$ cat src/rtl/fetch_sequencer.sv
// rtl/fetch_sequencer.sv - run-control sequencer generating the fetch-enable strobe
module fetch_sequencer #(
    parameter int                    DATA_WIDTH = 32,
    parameter int                    CNT_WIDTH  = 16,
    parameter logic [DATA_WIDTH-1:0] HALT_INSTR = 32'h0000006F
) (
    input  logic                  clk,
    input  logic                  rst,
    input  logic                  start,
    input  logic                  step_mode,
    input  logic                  step_req,
    input  logic                  halt_req,
    input  logic                  resume,
    input  logic [DATA_WIDTH-1:0] InstrF,
    input  logic [DATA_WIDTH-1:0] PCF,
    input  logic                  StallF,
    input  logic                  PCSrcE,
    output logic                  FetchEn,
    output logic                  Running,
    output logic                  Halted,
    output logic [CNT_WIDTH-1:0]  InstrCount,
    output logic [DATA_WIDTH-1:0] HaltPC
);

    typedef enum logic [1:0] {
        IDLE      = 2'd0,
        RUN       = 2'd1,
        STEP_WAIT = 2'd2,
        HALT      = 2'd3
    } state_t;

    localparam logic [CNT_WIDTH-1:0] CNT_ONE = {{(CNT_WIDTH-1){1'b0}}, 1'b1};

    state_t state;
    state_t state_nxt;
    logic   step_pending;
    logic   pending_nxt;
    logic   step_req_q;
    logic   cnt_clr;
    logic   capture;
    logic   acc;
    logic   step_edge;
    logic   halt_det;
    logic   cnt_sat;

    assign FetchEn   = (state == RUN) || ((state == STEP_WAIT) && step_pending);
    assign Running   = (state == RUN) || (state == STEP_WAIT);
    assign Halted    = (state == HALT);
    assign acc       = FetchEn && !StallF;
    assign step_edge = step_req && !step_req_q;
    // A redirect squashes the F-stage instruction, so it must not trigger a halt.
    assign halt_det  = acc && !PCSrcE && (InstrF == HALT_INSTR);
    assign cnt_sat   = (InstrCount == {CNT_WIDTH{1'b1}});

    always_comb begin
        state_nxt   = state;
        pending_nxt = step_pending;
        cnt_clr     = 1'b0;
        capture     = 1'b0;
        case (state)
            IDLE: begin
                if (start) begin
                    state_nxt   = step_mode ? STEP_WAIT : RUN;
                    pending_nxt = 1'b0;
                    cnt_clr     = 1'b1;
                end
            end
            RUN, STEP_WAIT: begin
                if (halt_req || halt_det) begin
                    state_nxt   = HALT;
                    pending_nxt = 1'b0;
                    capture     = 1'b1;
                end else if (state == RUN) begin
                    if (step_mode) begin
                        state_nxt   = STEP_WAIT;
                        pending_nxt = 1'b0;
                    end
                end else if (step_mode) begin
                    // A new edge wins over the accept, so back-to-back steps are not lost.
                    pending_nxt = step_edge || (step_pending && !acc);
                end else begin
                    state_nxt   = RUN;
                    pending_nxt = 1'b0;
                end
            end
            HALT: begin
                if (resume) begin
                    state_nxt   = step_mode ? STEP_WAIT : RUN;
                    pending_nxt = 1'b0;
                end
            end
            default: begin
                state_nxt   = IDLE;
                pending_nxt = 1'b0;
            end
        endcase
    end

    always_ff @(posedge clk) begin
        if (!rst) begin
            state        <= IDLE;
            step_pending <= 1'b0;
            step_req_q   <= 1'b0;
        end else begin
            state        <= state_nxt;
            step_pending <= pending_nxt;
            step_req_q   <= step_req;
        end
    end

    always_ff @(posedge clk) begin
        if (!rst) begin
            InstrCount <= '0;
        end else if (cnt_clr) begin
            InstrCount <= '0;
        end else if (acc && !cnt_sat) begin
            InstrCount <= InstrCount + CNT_ONE;
        end
    end

    always_ff @(posedge clk) begin
        if (!rst) begin
            HaltPC <= '0;
        end else if (capture) begin
            HaltPC <= PCF;
        end
    end

endmodule

$ cat config.mk
export PLATFORM = sky130hd
export DESIGN_NAME = fetch_sequencer
export DESIGN_NICKNAME = d
export VERILOG_FILES = /design/src/rtl/fetch_sequencer.sv
export SDC_FILE = /design/constraint.sdc
export NUM_CORES = 1
export LEC_CHECK = 0
export ABC_AREA = 1
export CORE_MARGIN = 3
export CORE_UTILIZATION = 28
export DETAILED_ROUTE_END_ITERATION = 10
export REMOVE_ABC_BUFFERS = 1
export SLEW_MARGIN = 40
export SYNTH_ARGS = -nofsm -noshare
export SYNTH_HDL_FRONTEND = slang
export SYNTH_SLANG_ARGS = --single-unit
$ cat constraint.sdc
create_clock -name clk -period 1.7 [get_ports clk]
set_clock_uncertainty 0.2 [all_clocks]
set_input_delay 0.34 -clock clk [delete_from_list [all_inputs] [get_ports clk]]
set_output_delay 0.34 -clock clk [all_outputs]
set_load 0.1 [all_outputs]
======== Word level (Yosys, flattened, before mapping) ========
Index checks and enable logic that the tools add are counted.
storage, ports and cells
  input bits .............................. 73
  register bits after elaboration ......... 52
  word-level logic and storage cells ...... 56
  output and inout bits ................... 51
cells by class
  $add $sub $neg .......................... 1
  equality and inequality tests ........... 9
  mux-type cells .......................... 19
  bitwise logic cells ..................... 1
  reductions and logical operators ........ 21
operators with widths
  kind                     count
  $eq A32 B7 Y1 const B    1
  $add A16 B1 Y16 const B  1
  $eq A16 B16 Y1 const B   1
  $mux W2                  7
  $mux W1                  10
  $ne A4 B4 Y1 const B     2
  $logic_and A1 B1 Y1      7
  $pmux W2 S3              1
  $logic_not A1 Y1         5
  $eq A2 B2 Y1 const B     2
  $logic_or A1 B1 Y1       4
  $ne A2 B2 Y1 const B     2
  $reduce_and A4 Y1        1
  $reduce_or A2 Y1         2
  $pmux W1 S3              1
  $reduce_and A3 Y1        1
  $eq A2 B1 Y1 const B     1
  $logic_not A2 Y1         1
  $not A1 Y1               1

======== Depth between registers and ports, before layout ========
  word-level depth ........................ 11
  gate-level depth with buffers ........... 13
  depth with buffers taken out ............ 13

======== Worst setup path before layout ========
OpenSTA, ideal clock, no wires.
  kind .................................... flip-flop to flip-flop
  from .................................... register InstrCount[0]
  to ...................................... register InstrCount[14]
  data required time ...................... 1.379 ns
  slack ................................... -0.898 ns
  cell stages (with the launch flop) ...... 10
  clock period less this slack ............ 2.598 ns
  setup time .............................. 0.121 ns
  arrival time ............................ 2.277 ns
  path buffers ............................ 1
  path through ............................ dfxtp_1 -> ha_1 -> nand3_2 -> nor2_1 -> nand3_1 -> nand2_2 -> inv_2 -> buf_2 -> a41oi_1 -> nor2_1
on the way
  cells in the longest elaborated chain, start to end .. 3
  elaborated cells between the ends (all ways) .. 4
  classes of those cells .................. 1 x add/sub; 1 x eq/ne; 2 x reduce/logical
ends and longest elaborated chain
  element                                                  RTL line  source
  from (decl)                                              21        output logic [CNT_WIDTH-1:0] InstrCount,
  from (signal assigned)                                   117       InstrCount <= InstrCount + CNT_ONE;
  branches (longest 3 deep; another with $add A16 B1 Y16)  -
Parallel ways; which one is timed is not known.
A chain may end at the register's enable or synchronous reset.

======== Final worst setup path ========
  from .................................... input InstrF[19]
  to ...................................... register HaltPC[31]
on the way
  cells in the longest elaborated chain, start to end .. 5
ends and longest elaborated chain
  element               RTL line  source
  from (decl)           14        input logic [DATA_WIDTH-1:0] InstrF,
  $eq A32 B7 Y1         52        assign halt_det = acc && !PCSrcE && (InstrF == HALT_INSTR);
  $logic_and A1 B1 Y1   52
  $logic_or A1 B1 Y1    69        if (halt_req || halt_det) begin
  $mux W1               69
  $mux W1               60        case (state)
  to (signal assigned)  123       HaltPC <= '0;
  to (signal assigned)  125       HaltPC <= PCF;
  to (decl)             22        output logic [DATA_WIDTH-1:0] HaltPC
No other way between the ends.

==> flow_summary.ini <==
[worst_hold_path]
min_delay_path_depth = 2
min_to = InstrCount[6]
hp-start = InstrCount[6]
hp-class = flop to flop

[final_layout]
diodes = 0
post_route_cells_drive_above_1_share = 0.3816
seq_area_um2 = 1054
fillCellCount = 640
finalNonFillerCells = 637
multiInputGateArea_um2 = 1573
areaGrowthSynthToFinish_pct = 118.4
nNetsFinal = 609
fin_area_um2 = 5399

[grt]
grt_pass1_vias = 2781
grt_use_total = 0.1569
grt_overflow = 0
grt_pass1_wl_um = 13050
antenna_found_initial = 0
grt_max_degree = 37

[timing]
rsz0062_at_grt = yes
period_minus_slack_ns = 1.998
hold_viol_final = 0
setup_ws_ns = -0.2975
period_share = 1.175
maxSlewHeadroom = 0.7580
tightest_slew_ns = 0.3630
finalSetupTns_ns = -9.559
clock.fmax_mhz = 500.6
setup_viol = 46
maxSlewViolCount = 0

[clocking]
cts_htree_levels = 2
clk_pin_slew_ns = 0.10
clock_sinks = 52
root_buffer = clkbuf_8
cts_tree = done
worstSkewPairLatency_ns = 0.30
cts_max_path_buffers = 2
cts_buffers = 5

[power_and_ir_drop]
power_frac_comb = 0.681
power.share.sequential = 0.221
leakagePower_nw = 2.389
powerDensity_nw_per_um2 = 1579
switching_share = 0.5024
clock_power_share = 0.099
ir_drop_v = 0.001189
p_sw_w = 0.004284
intPower_w = 0.004244

[routing]
routed_wl_um = 8901
wire_per_inst_um = 13.97
drt_pass1_iterations = 4
drtIter0Drc = 97
drc_errors = 0
vias = 2909
drtAntennaViolNets = 0
via_per_inst = 4.567

[status]
status = finished, violations left
violations = setup timing

[synthesis]
synthCells = 361
syn_avg_cell_area_um2 = 6.849
synth-seq-cells = 52
synth_cell_types = 30
yosys_warnings = 0
seq_area_frac_synth = 0.4211
syn_area_um2 = 2472

[critical_path]
reg2reg_slack_ns = -0.27
critical_path_arrival_ns = 2.03
startpoint_type = input port
timing.rr.end = HaltPC[31]
r2r-start = state[0]
critPathMaxFanout = 8
crit_type = input port to flop
reg2reg_depth = 12
cp.required_ns = 1.74
end_kind = flop

[floorplanning]
fp.dieH_um = 99.97
core_um2 = 8382
start_util = 0.2950
fp.dieW_um = 99.97
boundaryPins = 124
rows = 33
die-area_um2 = 9993

[place]
placed_area_um2 = 4596
pre_cts_ws_ns = -0.4926
dpl.cell_count = 615
portBuffers = 123
dp_hpwl_um = 5895
place_congestion = 0.8022

[job]
drv_cap = 0
## how the worst max path moves through the flow
stage                          start          to  slack (ns)  depth (start not counted)
after global routing        state[0]  HaltPC[31]       -0.35                         12
after floorplan             state[0]   HaltPC[0]       -1.04                          7
after CTS                   state[0]     Running       -0.20                          4
after global placement     InstrF[8]  HaltPC[28]       -0.46                         12
after detailed placement  InstrF[15]    state[1]       -0.49                         13
final                     InstrF[19]  HaltPC[31]       -0.30                         11
## cell families (layout without fill, tap and decap cells)
group / after synthesis / after routing / share of synthesized area
AOI/OAI and AO/OA: 56 / 56 / 0.1225
xor gates and xnor gates: 2 / 2 / 0.007086
adders and majority gates: 5 / 5 / 0.02530
buffers and inverters: 61 / 232 / 0.1037
DFF: 52 / 52 / 0.4211
and+or+nand+nor: 185 / 185 / 0.3203
## cell usage after synthesis
master    instances  area [µm²]
nor2_1           98       367.9
nor3_4            1       16.27
dfxtp_1          52        1041
nor3_1            7       35.03
inv_1            47       176.4
nand3_2           2       20.02
a211oi_1          1       7.510
and3_1            1       6.260
o21ai_0          37       185.2
nand2_2           3       18.77
and2_1            1       6.260
or2_2             1       6.260
nand3_1           9       45.04
nor2_2            1       6.260
inv_2             2       7.510
a21oi_1          14       70.07
nor3b_1           2       15.01
nand3b_1          3       22.52
nand2_1          51       191.4
nor3_2            1       10.01
buf_2             4       20.02
a21boi_0          1       7.510
a22oi_1           1       7.510
a41oi_1           1       8.760
ha_1              5       62.56
buf_6             3       33.78
nand4_1           4       25.02
a21oi_4           1       16.27
xor2_1            2       17.52
clkbuf_1          5       18.77
## sequential cells by signal (all words and copies together) (netlist names)
register and flops:
step_pending 1, HaltPC 32, step_req_q 1, InstrCount 16, state 2
## repair_timing
item                       in CTS  in global routing
cloned                          0                  6
hold buffers                    0                  0
resized for setup              47                116
pin swaps                       9                 51
hold endpoints to repair        0                  0
setup endpoints to repair      54                 53
setup buffers                   5                  5
## area by class of cell
| class | count | share of cell area |
|---|---|---|
| clock buffer | 6 | 0.01344 |
| clock inverter | 2 | 0.006489 |
| inverter | 49 | 0.03778 |
| multi-input combinational | 248 | 0.2913 |
| sequential | 52 | 0.1951 |
| tap | 105 | 0.02433 |
| timing repair buffer | 175 | 0.4315 |
## power by group through the flow
| stage | clock, W | sequential (W) | combinational [W] |
|---|---|---|---|
| final | 0.000842 | 0.00188 | 0.00580 |
| after global routing | 0.000921 | 0.00192 | 0.00608 |
| after CTS | 0.000871 | 0.00184 | 0.00515 |
| after detailed placement | 0 | 0.00185 | 0.00503 |
| after global placement | 0 | 0.00184 | 0.00499 |
| after floorplan | 0 | 0.00367 | 0.00102 |
## through the flow
stage,power [W],hold slack [ns],utilization
2_1_floorplan,0.004694,0.2335,-
3_3_place_gp,0.006832,0.2903,0.5483
3_5_place_dp,0.006879,0.2915,0.5483
4_1_cts,0.007866,0.3044,0.5838
5_1_grt,0.008916,0.3291,0.6441
6_report,0.008527,0.3237,0.6441
## cell usage in the layout, fill, tap and decap left out, drive strengths merged, types with 2 or more instances in the layout
master / count
xor2: 2
dlymetal6s2s: 17
dfxtp: 52
a21oi: 15
ha: 5
inv: 49
nand2: 54
nand3b: 3
nor2: 99
nand4: 4
clkbuf: 9
nor3: 9
o21ai: 37
clkdlybuf4s50: 55
buf: 100
nand3: 11
nor3b: 2
## critical path, stage by stage
cell and delay (ns):
clkdlybuf4s50_1 0.41, nor2_1 0.08, and2_1 0.14, nand2_2 0.07, nor2_4 0.13, nand3_4 0.10
a21oi_4 0.27, buf_12 0.16, buf_8 0.12, o21ai_1 0.06, nor2_1 0.14
## metal layers
layer / wire (µm) / GRT usage / share of wire
met1: 3227 / 0.1760 / 0.36
met2: 4814 / 0.2745 / 0.54
met3: 810 / 0.07297 / 0.091
met4: 48 / 0.02836 / 0.0054
met5: 0 / 0 / 0
No activity file was read; power rests on OpenSTA's default activity.
